--- config.mk ---
export PLATFORM = sky130hd
export DESIGN_NAME = hazard_ctrl_flat
export DESIGN_NICKNAME = d
export VERILOG_FILES = /design/src/rtl/hazard_ctrl_if.sv /design/src/rtl/hazard_ctrl.sv /design/src/flat_wrapper.sv
export SDC_FILE = /design/constraint.sdc
export NUM_CORES = 1
export LEC_CHECK = 0
export BUFFER_PORTS_ARGS = -buffer_cell sky130_fd_sc_hd__buf_2
export CAP_MARGIN = 20
export CORE_ASPECT_RATIO = 1.25
export CORE_MARGIN = 1
export CORE_UTILIZATION = 35
export DETAILED_ROUTE_END_ITERATION = 10
export PLACE_DENSITY = 0.64
export SLEW_MARGIN = 20
export SYNTH_ARGS = -nofsm -noshare
export SYNTH_HDL_FRONTEND = slang
export SYNTH_SLANG_ARGS = --single-unit
--- constraint.sdc ---
create_clock -name clk -period 4.2 [get_ports clk]
set_input_delay 0.42 -clock clk [delete_from_list [all_inputs] [get_ports clk]]
set_output_delay 0.42 -clock clk [all_outputs]
set_load 0.1 [all_outputs]
--- src/rtl/hazard_ctrl_if.sv ---
// Pipeline hazard/sequencing bundle between the hazard controller and the pipeline.
//
// Signals
//   Pipeline status (driven by the pipeline, read by the controller):
//     id_rs, id_rt, id_uses_rs, id_uses_rt   ID-stage source registers and use flags
//     ex_rd, ex_regwrite, ex_memread         EX-stage destination / write / load
//     mem_rd, mem_regwrite                   EX/MEM destination / write
//     mem_branch, mem_zero                   EX/MEM branch and latched zero flag
//     dmem_req, dmem_ready                   data-memory access handshake
//   Controls (driven by the controller):
//     pc_en, ifid_en, idex_en, exmem_en      register advance enables
//     ifid_flush, idex_flush, exmem_flush    bubble-load requests
//     pc_sel                                 1 = branch target, 0 = PC+4
//     fwd_a, fwd_b                           EX operand select (00 RF, 10 EX/MEM, 01 MEM/WB)
//     mem_err                                sticky memory timeout
//     stall_cnt, flush_cnt                   saturating event counters
//
// Modports: master = controller side, slave = pipeline side.
interface hazard_ctrl_if #(
  parameter int unsigned CNT_W = 16
);
  logic [4:0]       id_rs;
  logic [4:0]       id_rt;
  logic             id_uses_rs;
  logic             id_uses_rt;
  logic [4:0]       ex_rd;
  logic             ex_regwrite;
  logic             ex_memread;
  logic [4:0]       mem_rd;
  logic             mem_regwrite;
  logic             mem_branch;
  logic             mem_zero;
  logic             dmem_req;
  logic             dmem_ready;

  logic             pc_en;
  logic             ifid_en;
  logic             idex_en;
  logic             exmem_en;
  logic             ifid_flush;
  logic             idex_flush;
  logic             exmem_flush;
  logic             pc_sel;
  logic [1:0]       fwd_a;
  logic [1:0]       fwd_b;
  logic             mem_err;
  logic [CNT_W-1:0] stall_cnt;
  logic [CNT_W-1:0] flush_cnt;

  modport master (
    input  id_rs, id_rt, id_uses_rs, id_uses_rt, ex_rd, ex_regwrite, ex_memread,
    input  mem_rd, mem_regwrite, mem_branch, mem_zero, dmem_req, dmem_ready,
    output pc_en, ifid_en, idex_en, exmem_en, ifid_flush, idex_flush, exmem_flush,
    output pc_sel, fwd_a, fwd_b, mem_err, stall_cnt, flush_cnt
  );

  modport slave (
    output id_rs, id_rt, id_uses_rs, id_uses_rt, ex_rd, ex_regwrite, ex_memread,
    output mem_rd, mem_regwrite, mem_branch, mem_zero, dmem_req, dmem_ready,
    input  pc_en, ifid_en, idex_en, exmem_en, ifid_flush, idex_flush, exmem_flush,
    input  pc_sel, fwd_a, fwd_b, mem_err, stall_cnt, flush_cnt
  );
endinterface

--- src/rtl/hazard_ctrl.sv ---
// Pipeline sequencing controller for the five-stage processor.
//
// Decides each cycle whether IF/ID, ID/EX and EX/MEM advance, freeze or are squashed, and
// selects the PC source. Handles memory waits (with timeout to HALT), taken branches
// resolved in EX/MEM, RAW/load-use stalls and registered EX operand forwarding.
//
// Ports
//   clk   pipeline clock, rising edge
//   rst   synchronous reset, active-high (forces all enables 0 and all flushes 1)
//   bus   hazard_ctrl_if.master: pipeline status in, enables/flushes/pc_sel/fwd/counters out
//
// Parameters
//   MEM_TIMEOUT  consecutive waiting cycles before the controller halts
//   CNT_W        width of the saturating stall/flush counters (must match the interface)
//
// Build option
//   FORWARDING_EN  defined: forwarding active, only load-use stalls.
//                  undefined: fwd_* tied to 00, stall on any match with a writing EX or MEM
//                  destination (up to two bubbles).
module hazard_ctrl #(
  parameter int unsigned MEM_TIMEOUT = 64,
  parameter int unsigned CNT_W       = 16
) (
  input  logic          clk,
  input  logic          rst,
  hazard_ctrl_if.master bus
);

  typedef enum logic [1:0] {StRun, StMemWait, StHalt} state_e;

  localparam int unsigned WaitW = $clog2(MEM_TIMEOUT + 2);
  localparam logic [WaitW-1:0] TimeoutVal = WaitW'(MEM_TIMEOUT);

  state_e           state_q;
  logic [WaitW-1:0] wait_q;
  logic [1:0]       fwd_a_q, fwd_b_q;
  logic             mem_err_q;
  logic [CNT_W-1:0] stall_cnt_q, flush_cnt_q;

  logic             mem_wait, branch_taken, raw_stall, resolve;
  logic             take_branch, take_stall;
  logic             ex_rs_hit, ex_rt_hit, mem_rs_hit, mem_rt_hit;
  logic [1:0]       fwd_a_c, fwd_b_c;
  logic [WaitW-1:0] wait_inc;

  assign mem_wait     = bus.dmem_req & ~bus.dmem_ready;
  assign branch_taken = bus.mem_branch & bus.mem_zero;
  assign wait_inc     = wait_q + WaitW'(1);

  // Register 0 never matches: every hit requires a nonzero destination.
  assign ex_rs_hit  = bus.id_uses_rs & (bus.ex_rd != 5'd0) & (bus.id_rs == bus.ex_rd);
  assign ex_rt_hit  = bus.id_uses_rt & (bus.ex_rd != 5'd0) & (bus.id_rt == bus.ex_rd);
  assign mem_rs_hit = bus.id_uses_rs & (bus.mem_rd != 5'd0) & (bus.id_rs == bus.mem_rd);
  assign mem_rt_hit = bus.id_uses_rt & (bus.mem_rd != 5'd0) & (bus.id_rt == bus.mem_rd);

`ifdef FORWARDING_EN
  assign raw_stall = bus.ex_memread & (ex_rs_hit | ex_rt_hit);

  // Forward selects ignore the use flags: an unused operand's select is harmless.
  always_comb begin
    fwd_a_c = 2'b00;
    fwd_b_c = 2'b00;
    if (bus.ex_regwrite & (bus.ex_rd != 5'd0) & (bus.ex_rd == bus.id_rs)) begin
      fwd_a_c = 2'b10;
    end else if (bus.mem_regwrite & (bus.mem_rd != 5'd0) & (bus.mem_rd == bus.id_rs)) begin
      fwd_a_c = 2'b01;
    end
    if (bus.ex_regwrite & (bus.ex_rd != 5'd0) & (bus.ex_rd == bus.id_rt)) begin
      fwd_b_c = 2'b10;
    end else if (bus.mem_regwrite & (bus.mem_rd != 5'd0) & (bus.mem_rd == bus.id_rt)) begin
      fwd_b_c = 2'b01;
    end
  end
`else
  // Without forwarding, wait until the producer reaches WB (write-before-read RF).
  assign raw_stall = ((bus.ex_regwrite | bus.ex_memread) & (ex_rs_hit | ex_rt_hit)) |
                     (bus.mem_regwrite & (mem_rs_hit | mem_rt_hit));
  assign fwd_a_c   = 2'b00;
  assign fwd_b_c   = 2'b00;
`endif

  // Zero-latency pipeline control.
  always_comb begin
    bus.pc_en       = 1'b0;
    bus.ifid_en     = 1'b0;
    bus.idex_en     = 1'b0;
    bus.exmem_en    = 1'b0;
    bus.ifid_flush  = 1'b0;
    bus.idex_flush  = 1'b0;
    bus.exmem_flush = 1'b0;
    bus.pc_sel      = 1'b0;
    take_branch     = 1'b0;
    take_stall      = 1'b0;

    // resolve: the pipeline may move this cycle (a held branch fires when ready arrives).
    unique case (state_q)
      StRun:     resolve = ~mem_wait;
      StMemWait: resolve = bus.dmem_ready;
      StHalt:    resolve = 1'b0;
      default:   resolve = 1'b0;
    endcase

    if (rst) begin
      bus.ifid_flush  = 1'b1;
      bus.idex_flush  = 1'b1;
      bus.exmem_flush = 1'b1;
    end else if (resolve) begin
      if (branch_taken) begin
        // Squashes any stalled ID instruction too, so no stall is counted.
        take_branch     = 1'b1;
        bus.pc_sel      = 1'b1;
        bus.pc_en       = 1'b1;
        bus.ifid_en     = 1'b1;
        bus.idex_en     = 1'b1;
        bus.exmem_en    = 1'b1;
        bus.ifid_flush  = 1'b1;
        bus.idex_flush  = 1'b1;
        bus.exmem_flush = 1'b1;
      end else if (raw_stall) begin
        take_stall     = 1'b1;
        bus.idex_en    = 1'b1;
        bus.exmem_en   = 1'b1;
        bus.idex_flush = 1'b1;
      end else begin
        bus.pc_en    = 1'b1;
        bus.ifid_en  = 1'b1;
        bus.idex_en  = 1'b1;
        bus.exmem_en = 1'b1;
      end
    end
  end

  always_ff @(posedge clk) begin
    if (rst) begin
      state_q     <= StRun;
      wait_q      <= '0;
      fwd_a_q     <= 2'b00;
      fwd_b_q     <= 2'b00;
      mem_err_q   <= 1'b0;
      stall_cnt_q <= '0;
      flush_cnt_q <= '0;
    end else begin
      unique case (state_q)
        StRun: begin
          if (mem_wait) begin
            state_q <= StMemWait;
            wait_q  <= WaitW'(1);
          end
        end
        StMemWait: begin
          if (bus.dmem_ready) begin
            state_q <= StRun;
            wait_q  <= '0;
          end else begin
            wait_q <= wait_inc;
            if (wait_inc >= TimeoutVal) begin
              state_q   <= StHalt;
              mem_err_q <= 1'b1;
            end
          end
        end
        StHalt: state_q <= StHalt;
        default: state_q <= StRun;
      endcase

      if (take_stall && (stall_cnt_q != {CNT_W{1'b1}})) begin
        stall_cnt_q <= stall_cnt_q + CNT_W'(1);
      end
      if (take_branch && (flush_cnt_q != {CNT_W{1'b1}})) begin
        flush_cnt_q <= flush_cnt_q + CNT_W'(1);
      end

      if (bus.idex_flush) begin
        fwd_a_q <= 2'b00;
        fwd_b_q <= 2'b00;
      end else if (bus.idex_en) begin
        fwd_a_q <= fwd_a_c;
        fwd_b_q <= fwd_b_c;
      end
    end
  end

  assign bus.fwd_a     = fwd_a_q;
  assign bus.fwd_b     = fwd_b_q;
  assign bus.mem_err   = mem_err_q;
  assign bus.stall_cnt = stall_cnt_q;
  assign bus.flush_cnt = flush_cnt_q;

endmodule

--- src/flat_wrapper.sv ---
// flat-port wrapper written by rule: the top's interface ports become plain ports
module hazard_ctrl_flat 
#(
  parameter int unsigned MEM_TIMEOUT = 64,
  parameter int unsigned CNT_W       = 16
)
  (clk, rst, bus_id_rs, bus_id_rt, bus_id_uses_rs, bus_id_uses_rt, bus_ex_rd, bus_ex_regwrite, bus_ex_memread, bus_mem_rd, bus_mem_regwrite, bus_mem_branch, bus_mem_zero, bus_dmem_req, bus_dmem_ready, bus_pc_en, bus_ifid_en, bus_idex_en, bus_exmem_en, bus_ifid_flush, bus_idex_flush, bus_exmem_flush, bus_pc_sel, bus_fwd_a, bus_fwd_b, bus_mem_err, bus_stall_cnt, bus_flush_cnt);
  hazard_ctrl_if #(.CNT_W(CNT_W)) bus_i ();
  input  logic clk;
  input  logic rst;
  input wire logic [$bits(bus_i.id_rs)-1:0] bus_id_rs;
  input wire logic [$bits(bus_i.id_rt)-1:0] bus_id_rt;
  input wire logic [$bits(bus_i.id_uses_rs)-1:0] bus_id_uses_rs;
  input wire logic [$bits(bus_i.id_uses_rt)-1:0] bus_id_uses_rt;
  input wire logic [$bits(bus_i.ex_rd)-1:0] bus_ex_rd;
  input wire logic [$bits(bus_i.ex_regwrite)-1:0] bus_ex_regwrite;
  input wire logic [$bits(bus_i.ex_memread)-1:0] bus_ex_memread;
  input wire logic [$bits(bus_i.mem_rd)-1:0] bus_mem_rd;
  input wire logic [$bits(bus_i.mem_regwrite)-1:0] bus_mem_regwrite;
  input wire logic [$bits(bus_i.mem_branch)-1:0] bus_mem_branch;
  input wire logic [$bits(bus_i.mem_zero)-1:0] bus_mem_zero;
  input wire logic [$bits(bus_i.dmem_req)-1:0] bus_dmem_req;
  input wire logic [$bits(bus_i.dmem_ready)-1:0] bus_dmem_ready;
  output wire logic [$bits(bus_i.pc_en)-1:0] bus_pc_en;
  output wire logic [$bits(bus_i.ifid_en)-1:0] bus_ifid_en;
  output wire logic [$bits(bus_i.idex_en)-1:0] bus_idex_en;
  output wire logic [$bits(bus_i.exmem_en)-1:0] bus_exmem_en;
  output wire logic [$bits(bus_i.ifid_flush)-1:0] bus_ifid_flush;
  output wire logic [$bits(bus_i.idex_flush)-1:0] bus_idex_flush;
  output wire logic [$bits(bus_i.exmem_flush)-1:0] bus_exmem_flush;
  output wire logic [$bits(bus_i.pc_sel)-1:0] bus_pc_sel;
  output wire logic [$bits(bus_i.fwd_a)-1:0] bus_fwd_a;
  output wire logic [$bits(bus_i.fwd_b)-1:0] bus_fwd_b;
  output wire logic [$bits(bus_i.mem_err)-1:0] bus_mem_err;
  output wire logic [$bits(bus_i.stall_cnt)-1:0] bus_stall_cnt;
  output wire logic [$bits(bus_i.flush_cnt)-1:0] bus_flush_cnt;
  assign bus_i.id_rs = bus_id_rs;
  assign bus_i.id_rt = bus_id_rt;
  assign bus_i.id_uses_rs = bus_id_uses_rs;
  assign bus_i.id_uses_rt = bus_id_uses_rt;
  assign bus_i.ex_rd = bus_ex_rd;
  assign bus_i.ex_regwrite = bus_ex_regwrite;
  assign bus_i.ex_memread = bus_ex_memread;
  assign bus_i.mem_rd = bus_mem_rd;
  assign bus_i.mem_regwrite = bus_mem_regwrite;
  assign bus_i.mem_branch = bus_mem_branch;
  assign bus_i.mem_zero = bus_mem_zero;
  assign bus_i.dmem_req = bus_dmem_req;
  assign bus_i.dmem_ready = bus_dmem_ready;
  assign bus_pc_en = bus_i.pc_en;
  assign bus_ifid_en = bus_i.ifid_en;
  assign bus_idex_en = bus_i.idex_en;
  assign bus_exmem_en = bus_i.exmem_en;
  assign bus_ifid_flush = bus_i.ifid_flush;
  assign bus_idex_flush = bus_i.idex_flush;
  assign bus_exmem_flush = bus_i.exmem_flush;
  assign bus_pc_sel = bus_i.pc_sel;
  assign bus_fwd_a = bus_i.fwd_a;
  assign bus_fwd_b = bus_i.fwd_b;
  assign bus_mem_err = bus_i.mem_err;
  assign bus_stall_cnt = bus_i.stall_cnt;
  assign bus_flush_cnt = bus_i.flush_cnt;
  hazard_ctrl #(.MEM_TIMEOUT(MEM_TIMEOUT), .CNT_W(CNT_W)) u_core (.clk(clk), .rst(rst), .bus(bus_i));
endmodule
==> flow_summary_export.csv, run 1 <==
group,metric,value,unit
timing,slew_headroom,0.437,
finish,n_fill_cell,710,
synthesis,synthCells,295,
finish,layout.cells.most_common,"buf_2",
run_status,status,"complete, no violations",
clock_tree,htree_num_levels,2,
timing,tns,0,ns
job,cap_violations,0,
power,p_per_area,301,nW/um^2
route,vias,2342,
clock_tree,cts_resized,0,
global_routing,grt_max_degree,45,
finish,nNetsFinal,394,
finish,drive_gt1_frac,0.244,
power,power.share.combinational,0.175,
setup_path,worstPathArrival,2.33,ns
synthesis,synth_edf_count,0,
power,p_sw,0.256,mW
clock_tree,path_clk_slew,0.08,ns
route,wire_per_inst,12.8,um
setup_path,end_kind,"output port",
hold_path,min_path_type,"in -> reg",
global_routing,grt_use_total,0.161,
clock_tree,cts-root-buf,"clkbuf_8",
synthesis,ys_ff_latch,42,
die,fp.coreArea,6610,um^2
setup_path,slowest_stage,"or4_1",
setup_path,crit_chain,"buf_2 > or4_1 > o22a_1 > a32oi_1 > buf_4 > o21a_1 > buf_2",
die,die-area,7200,um^2
clock_tree,cts_tree,"yes",
placement,routabilityCongestion,0.824,
timing,finalCritPeriodShare,0.654,
route,first_iter_violations,94,
route,ant_nets,0,
synthesis,synth_area,2400,um^2
timing,fin_worst_skew,0.00862,ns
placement,io_buffers,71,
setup_path,worstPathRequired,3.78,ns
power,seq_power_share,0.463,
global_routing,grt_pass1_wl,9320,um
clock_tree,clockBufferDepth,2,
synthesis,synth_cell_types,50,
die,die_w,76.1,um
setup_path,critical_path.top_delay_family,"buffers and inverters",
setup_path,crit_type,"in -> out",
synthesis,async_reset_ff_frac,0,
setup_path,worst_setup_path_start_kind,"input pin",
clock_tree,ctsHoldBuffers,0,
die,dieHeight,94.6,um
timing,rsz0062_at_grt,"false",
power,pwr-share-clk,0.362,
power,ir_drop,0.000213,V
synthesis,yosys_warnings,0,
clock_tree,post-cts-setup-buffers,0,
setup_path,cp_slowest_stage_delay,0.55,ns
route,drc_errors,0,
placement,dp_hpwl,4210,um
synthesis,synth_top_area_cell,"dfxtp_1",
power,power.total,0.871,mW
die,io_pins,76,
power,power.leakage,1.12,nW
synthesis,synth_top_area_frac,0.350,
clock_tree,clock_sinks,42,
finish,multi_input_area,1450,um^2
timing,max_slew.worst_pin.slew,0.844,ns
clock_tree,cts_buffers,5,
die,rows,33,
finish,n_antenna_cell,0,
die,initial_core_util,0.364,
timing,hold_viol_final,0,
setup_path,crit_top_cell,"buf_2",
synthesis,seq_area_frac_synth,0.350,
finish,final_cell_mix,"buf_2, dfxtp_1, a21oi_1, nand2_1, xnor2_1",
setup_path,cp_num_buf_inv,3,
global_routing,grt_pass1_vias,2085,
synthesis,synth.top_cells.by_area,"dfxtp_1, xnor2_1, a21oi_1",
route,viasPerCell,5.23,
power,swShare,0.294,
timing,timing_max_transition_violations_final,0,
synthesis,avgSynthCellArea,8.14,um^2
synthesis,synth_flop_cell,"dfxtp_1",
power,p_int,0.615,mW
timing,layout_min_cycle_time,2.75,ns
route,routed_wl,5720,um
timing,timing.fmax,0.364,GHz
setup_path,cp_max_fo,32,
finish,seqCellArea,841,um^2
clock_tree,clk_latency,0.29,ns
finish,syn2layout_area_growth,20.7,%
route,dr.pass1.iters,4,
global_routing,antenna_found_initial,0,
global_routing,grt_overflow_total,0,
timing,setup_viol,0,
[cell usage after synthesis, types with 2 or more instances]
cell,count
o31ai_1,7
nor4_1,4
o22ai_1,2
xnor2_1,21
or4_1,9
or2_2,2
buf_2,4
clkbuf_1,6
nor2b_1,2
and2_1,5
inv_1,6
or3_1,12
ha_1,3
nand3_1,13
nor3_1,6
nor2_1,20
and3_1,4
nand4_1,13
o21ai_1,7
xor2_1,8
mux2_1,2
buf_4,7
o21ai_0,9
nand2b_1,2
a21o_1,3
nand2_1,25
a21oi_1,27
dfxtp_1,42
mux2i_1,2
o31a_1,2
[power by group through the flow]
stage | Combinational (mW) | Sequential (mW) | Clock (mW)
2_1_floorplan | 0.116 | 0.418 | 0
3_3_place_gp | 0.152 | 0.413 | 0
3_5_place_dp | 0.152 | 0.413 | 0
4_1_cts | 0.153 | 0.404 | 0.328
5_1_grt | 0.163 | 0.404 | 0.348
6_report | 0.153 | 0.403 | 0.315
[worst paths after layout]
kind         slack [ns]                     from                       to  cells past startpoint
max                1.45             bus_ex_rd[0]                bus_pc_en                      7
max reg2reg        1.74  u_core.bus.stall_cnt[0]  u_core.bus.stall_cnt[3]                      7
min reg2reg        0.46       u_core.bus.mem_err       u_core.bus.mem_err                      2
min                0.34           bus_dmem_ready        u_core.state_q[0]                      2
[metal layers]
layer  GRT usage  wire length [um]  up-vias
met3      0.0367               320        7
met4      0.0673                85        0
met2       0.280              2750       66
met1       0.192              2560     1071
met5           0                 0        -
li1            -                 -     1198
[final cells by class]
type | instances | share of cell area
repair buffers | 72 | 0.125
clock buffers | 5 | 0.0237
well taps | 87 | 0.0375
multi-input cells | 232 | 0.501
clock inverters | 3 | 0.0138
flip-flops and latches | 42 | 0.290
inverters | 7 | 0.00906
[per-stage QoR]
step / instances / utilization / hold slack, ns / cell area, um^2 / setup slack [ns]
after detailed placement: 440 / 0.422 / 0.444 / 2790 / 1.47
after CTS: 448 / 0.439 / 0.327 / 2900 / 1.46
after floorplan: 298 / - / 0.447 / 2410 / 0.703
after global placement: 440 / 0.422 / 0.440 / 2790 / 1.49
after global routing: 448 / 0.439 / 0.345 / 2900 / 1.33
final: 448 / 0.439 / 0.339 / 2900 / 1.45
[flip-flops by register name (all words and copies together), names as in the netlist]
| name | cells |
|---|---|
| u_core.state_q | 2 |
| u_core.bus.flush_cnt | 16 |
| u_core.bus.stall_cnt | 16 |
| u_core.bus.mem_err | 1 |
| u_core.wait_q | 7 |
[cells by family after synthesis]
kind of cell / Yosys count / synth area share
AO/OA/AOI/OAI: 70 / 0.189
XOR/XNOR: 29 / 0.106
adder cells (fa/ha/maj): 3 / 0.0156
buffers and inverters: 24 / 0.0505
flip-flops: 42 / 0.350
multiplexers: 4 / 0.0177
other: 1 / 0.00156
AND/OR/NAND/NOR: 122 / 0.270
[worst reg2reg max path: stages, from the launching register on]
cell     delay (ns)
dfxtp_1        0.35
ha_1           0.22
nand3_1        0.11
nor2_1         0.12
a41oi_1        0.44
nand2_1        0.38
nor4b_1        0.39
mux2_1         0.35
Note: power is estimated with default switching activity, not from simulation.
==> inputs of run 2 (changes only) <==
--- a/config.mk
+++ b/config.mk
@@ -5,13 +5,14 @@
 export SDC_FILE = /design/constraint.sdc
 export NUM_CORES = 1
 export LEC_CHECK = 0
+export ABC_AREA = 1
 export BUFFER_PORTS_ARGS = -buffer_cell sky130_fd_sc_hd__buf_2
 export CAP_MARGIN = 20
 export CORE_ASPECT_RATIO = 1.25
 export CORE_MARGIN = 1
 export CORE_UTILIZATION = 35
 export DETAILED_ROUTE_END_ITERATION = 10
-export PLACE_DENSITY = 0.64
+export PLACE_DENSITY = 0.63
 export SLEW_MARGIN = 20
 export SYNTH_ARGS = -nofsm -noshare
 export SYNTH_HDL_FRONTEND = slang
==> constraint.sdc (replaced) <==
create_clock -name clk -period 2.6 [get_ports clk]
set_input_delay 0.26 -clock clk [delete_from_list [all_inputs] [get_ports clk]]
set_output_delay 0.26 -clock clk [all_outputs]
set_load 0.1 [all_outputs]
==> run 2 against run 1 <==
  * Power increased by 69%
  * Routed wire length increased by 25%
  * Worst setup slack got worse by 0.86 ns
  * Synthesized area increased by 20%
  * Design area increased by 18%
  * Die area increased by 19%
  * Sequential power increased by 62%
  * Sequential share of layout area decreased by 4.4 points
  * Critical path type unchanged
  * Largest cell class unchanged
  * Highest routed layer unchanged
==> flow_summary_export.csv, run 2 <==
group,metric,value,unit
run_status,status,"complete, no violations",
synthesis,synth_top_area_cell,"dfxtp_1",
clock_tree,cts-root-buf,"clkbuf_8",
global_routing,antenna_found_initial,0,
route,wire_per_inst,11.6,um
synthesis,synth_area,2880,um^2
power,power.total,1.47,mW
finish,n_fill_cell,829,
synthesis,synth_flop_cell,"dfxtp_1",
synthesis,post-synth-top-count-cell,"nand2_1",
finish,layout.cells.most_common,"nand2_1",
timing,tns,0,ns
placement,placed_cell_area,3300,um^2
clock_tree,ctsHoldBuffers,0,
synthesis,synthCells,453,
setup_path,crit_type,"in -> out",
finish,nNetsFinal,556,
route,vias,3003,
clock_tree,clock_sinks,42,
setup_path,end_kind,"output port",
placement,io_buffers,71,
finish,syn2layout_area_growth,18.7,%
timing,rsz0062_at_grt,"false",
clock_tree,htree_num_levels,2,
die,rows,36,
hold_path,hold_path.startpoint,"bus_dmem_req",
clock_tree,clk_latency,0.30,ns
power,p_per_area,431,nW/um^2
synthesis,yosys_warnings,0,
placement,routabilityCongestion,0.843,
setup_path,reg2reg_from,"u_core.bus.stall_cnt[0]",
route,dr.pass1.iters,4,
synthesis,avgSynthCellArea,6.35,um^2
power,ir_drop,0.000259,V
synthesis,async_reset_ff_frac,0,
setup_path,r2r_end,"u_core.bus.stall_cnt[12]",
timing,finalCritPeriodShare,0.773,
setup_path,cp_max_fo,11,
setup_path,worstPathArrival,1.75,ns
clock_tree,post-cts-setup-buffers,0,
timing,hold_viol_final,0,
global_routing,grt_pass1_wl,12300,um
timing,whs,0.286,ns
synthesis,synth_top_area_frac,0.292,
route,first_iter_violations,107,
finish,seqCellArea,841,um^2
synthesis,ys_top_cells_by_count,"nand2_1, inv_1, dfxtp_1",
hold_path,whs_endpoint,"u_core.state_q[0]",
clock_tree,cts_resized,0,
die,fp.coreArea,7880,um^2
timing,setup_viol,0,
global_routing,grt_max_degree,30,
global_routing,grt_overflow_total,0,
route,drc_errors,0,
die,io_pins,76,
synthesis,synth_cell_types,36,
hold_path,min_path_type,"in -> reg",
timing,setup_ws,0.591,ns
timing,timing_max_transition_violations_final,0,
job,cap_violations,0,
synthesis,synth_edf_count,0,
setup_path,ff2ff_path_depth,9,
finish,n_antenna_cell,0,
die,die_w,83.1,um
die,initial_core_util,0.365,
setup_path,worst_setup_path_start_kind,"input pin",
finish,fin_util,0.433,
placement,dp_cells,610,
synthesis,ys_ff_latch,42,
finish,multi_input_area,1720,um^2
hold_path,hold_depth,3,
setup_path,rrSetupSlack,0.77,ns
route,ant_nets,0,
placement,dp_hpwl,5470,um
timing,timing.fmax,0.498,GHz
global_routing,grt_pass1_vias,2857,
power,power.leakage,1.60,nW
synthesis,seq_area_frac_synth,0.292,
setup_path,worstPathRequired,2.34,ns
clock_tree,cts_tree,"yes",
route,routed_wl,7150,um
synthesis,synth.top_cells.by_area,"dfxtp_1, nand2_1, inv_1",
clock_tree,cts_buffers,5,
finish,final_cell_mix,"nand2_1, buf_2, inv_1, dfxtp_1, nor2_1",
finish,drive_gt1_frac,0.213,
clock_tree,path_clk_slew,0.08,ns
timing,layout_min_cycle_time,2.01,ns
die,die-area,8590,um^2
die,dieHeight,103,um
route,viasPerCell,4.87,
global_routing,grt_use_total,0.173,
finish,stdcell_count,617,
clock_tree,clockBufferDepth,2,
placement,post-place-ws,0.557,ns
timing,fin_worst_skew,0.00537,ns
finish,stdcell_area,3410,um^2
[run 2: changes by cell type after synthesis, sizes merged, moves of 9 or more]
cell	before	now
nor2	21	43
xnor2	21	2
nand3	13	25
or3	12	0
or4	9	0
inv	7	61
a21oi	27	36
nand2	25	144
nor3	6	17
[run 2: layer usage]
metal  vias to the layer above  track usage  share of wire
li1                       1573            -              -
met1                      1355        0.198           0.44
met2                        67        0.332           0.50
met3                         8       0.0341          0.044
met4                         0       0.0398          0.010
met5                         -            0              0
[run 2: worst max-delay path, stage by stage]
cell and delay [ns]:
buf_2 0.12, nor3_1 0.21, nand3_1 0.10, o21ai_1 0.11, inv_1 0.05, nand2_1 0.08, nand2_2 0.17, a21oi_4 0.19
buf_2 0.44
[run 2: logic make-up after synthesis]
kind of cell | share of synthesized area
flip-flops | 0.292
adder cells (fa/ha/maj) | 0.0131
XOR/XNOR | 0.0548
AND/OR/NAND/NOR | 0.413
buffers and inverters | 0.118
AO/OA/AOI/OAI | 0.107
other | 0.00130
[run 2: worst max path at each step]
| stage | startpoint | endpoint | slack [ns] | depth (start not counted) |
|---|---|---|---|---|
| finish | bus_ex_rd[3] | bus_pc_en | 0.59 | 9 |
| global route | bus_ex_rd[3] | bus_ifid_en | 0.40 | 9 |
| CTS | bus_ex_rd[3] | bus_pc_en | 0.55 | 9 |
| detailed placement | bus_ex_rd[3] | bus_pc_en | 0.56 | 9 |
| global placement | bus_ex_rd[3] | bus_ifid_en | 0.59 | 9 |
| floorplan | u_core.bus.flush_cnt[0] | u_core.bus.flush_cnt[0] | 0.13 | 9 |
[run 2: layout make-up]
cell class / count / share of cell area
inverters: 61 / 0.0671
clock inverters: 1 / 0.00880
well taps: 95 / 0.0348
multi-input cells: 336 / 0.504
clock buffers: 6 / 0.0242
repair buffers: 76 / 0.115
flip-flops and latches: 42 / 0.246
[run 2: power breakdown]
group          switching (mW)  internal (mW)
logic                   0.213         0.0621
clock network           0.235          0.308
registers             0.00542          0.647
==> inputs of run 3 (changes only) <==
--- a/config.mk
+++ b/config.mk
@@ -12,7 +12,7 @@
 export CORE_MARGIN = 1
 export CORE_UTILIZATION = 35
 export DETAILED_ROUTE_END_ITERATION = 10
-export PLACE_DENSITY = 0.63
+export PLACE_DENSITY = 0.65
 export SLEW_MARGIN = 20
 export SYNTH_ARGS = -nofsm -noshare
 export SYNTH_HDL_FRONTEND = slang
==> constraint.sdc (replaced) <==
create_clock -name clk -period 1.7 [get_ports clk]
set_input_delay 0.17 -clock clk [delete_from_list [all_inputs] [get_ports clk]]
set_output_delay 0.17 -clock clk [all_outputs]
set_load 0.1 [all_outputs]
==> run 3 against run 2 <==
  * Clock skew grew 0.0059 ns
  * Sequential cell count did not move
  * Global-route usage up 0.10 points
  * Sequential power increased by 50%
  * Highest routed layer unchanged
==> flow_summary_export.csv, run 3 (same netlist as run 2, synthesis figures left out) <==
group,metric,value,unit
timing,rsz0062_at_grt,"false",
finish,n_fill_cell,810,
clock_tree,cts_resized,0,
setup_path,cp_max_fo,4,
die,initial_core_util,0.365,
clock_tree,clock_sinks,42,
die,io_pins,76,
finish,stdcell_area,3770,um^2
clock_tree,cts_buffers,5,
placement,routabilityCongestion,0.896,
timing,setup_ws,0.0759,ns
timing,fin_worst_skew,0.0113,ns
finish,final_cell_mix,"nand2_1, buf_2, inv_1, nor2_1, a21oi_1",
placement,dp_hpwl,5800,um
run_status,status,"complete, no violations",
setup_path,crit_type,"reg -> out",
power,p_per_area,586,nW/um^2
route,viasPerCell,4.97,
global_routing,antenna_found_initial,0,
setup_path,worstPathArrival,1.45,ns
setup_path,crit_top_cell,"nor2_4",
die,rows,36,
power,power.total,2.21,mW
placement,io_buffers,71,
clock_tree,cts-root-buf,"clkbuf_8",
finish,n_antenna_cell,0,
finish,syn2layout_area_growth,31.0,%
placement,post-place-ws,0.0227,ns
finish,layout.cells.most_common,"nand2_1",
setup_path,slowest_stage,"dfxtp_2",
global_routing,grt_use_total,0.174,
clock_tree,htree_num_levels,2,
timing,layout_min_cycle_time,1.62,ns
clock_tree,cts_tree,"yes",
die,fp.coreArea,7880,um^2
power,power.leakage,1.69,nW
global_routing,grt_max_degree,30,
clock_tree,clockBufferDepth,2,
route,ant_nets,0,
route,dr.pass1.iters,4,
timing,setup_viol,0,
timing,timing_max_transition_violations_final,0,
setup_path,cp_num_buf_inv,1,
timing,finalCritPeriodShare,0.955,
die,die_w,83.1,um
route,vias,3090,
route,wire_per_inst,12.0,um
timing,hold_viol_final,0,
route,drc_errors,0,
setup_path,critical_path.top_delay_family,"simple AND/OR/NAND/NOR gates",
clock_tree,ctsHoldBuffers,0,
placement,placed_cell_area,3630,um^2
clock_tree,clk_latency,0.29,ns
route,routed_wl,7470,um
setup_path,worstPathRequired,1.53,ns
finish,fin_util,0.478,
global_routing,grt_pass1_vias,2804,
global_routing,met2_usage,0.316,
global_routing,met3_usage,0.0230,
power,ir_drop,0.000459,V
setup_path,crit_chain,"nor2_4 > nor2_4 > nor2_8 > nand2_8 > a21oi_4 > buf_12",
route,first_iter_violations,73,
job,cap_violations,0,
timing,timing.fmax,0.616,GHz
global_routing,top_usage_layer,"met2",
finish,drive_gt1_frac,0.304,
global_routing,grt_pass1_wl,12400,um
hold_path,min_path_type,"in -> reg",
setup_path,cp_slowest_stage_delay,0.35,ns
setup_path,end_kind,"output port",
global_routing,met1_usage,0.213,
clock_tree,post-cts-setup-buffers,0,
global_routing,grt_overflow_total,0,
die,die-area,8590,um^2
setup_path,worst_setup_path_start_kind,"flop",
finish,nNetsFinal,560,
die,dieHeight,103,um
clock_tree,path_clk_slew,0.08,ns
## run 3: final cells by class
type | count | area [um^2] | share of cell area
Clock buffer | 8 | 101 | 0.0269
Inverter | 61 | 240 | 0.0637
Tap cell | 95 | 119 | 0.0315
Multi-Input combinational cell | 336 | 1820 | 0.483
Timing Repair Buffer | 80 | 568 | 0.151
Sequential cell | 42 | 920 | 0.244
## run 3: path summary, 6_finish.rpt
kind	start	end	slack, ns	cells after the start
worst max-delay path	u_core.state_q[0]	bus_pc_en	0.08	6
worst min-delay path	bus_dmem_req	u_core.state_q[0]	0.22	3
worst max register to register	u_core.bus.stall_cnt[1]	u_core.bus.stall_cnt[12]	0.11	9
worst min register to register	u_core.bus.mem_err	u_core.bus.mem_err	0.47	2
## run 3: per-layer routing
metal,wire (um),vias to the layer above
li1,-,1594
met1,3370,1410
met2,3740,79
met3,275,7
met4,91,0
met5,0,-
## run 3: power by group
group	total, mW	switching, mW	internal [mW]
Combinational	0.507	0.350	0.157
Clock	0.724	0.343	0.381
Sequential	0.976	0.00782	0.968
## run 3: per-stage QoR
| step | std cells | setup TNS, ns | hold slack (ns) |
|---|---|---|---|
| 5_1_grt | 622 | 0 | 0.224 |
| 4_1_cts | 622 | 0 | 0.210 |
| 6_report | 622 | 0 | 0.215 |
| 3_5_place_dp | 614 | 0 | 0.458 |
| 2_1_floorplan | 456 | -3.28 | 0.352 |
| 3_3_place_gp | 614 | 0 | 0.440 |
## run 3: worst register-to-register path: stages, from the launching register on
cell and delay [ns]:
dfxtp_4 0.37, ha_4 0.15, nand2_4 0.06, nor2_4 0.16
nand3_4 0.10, nor2_4 0.14, a21oi_4 0.09, nand3_4 0.18
nand2_1 0.10, a21oi_2 0.15
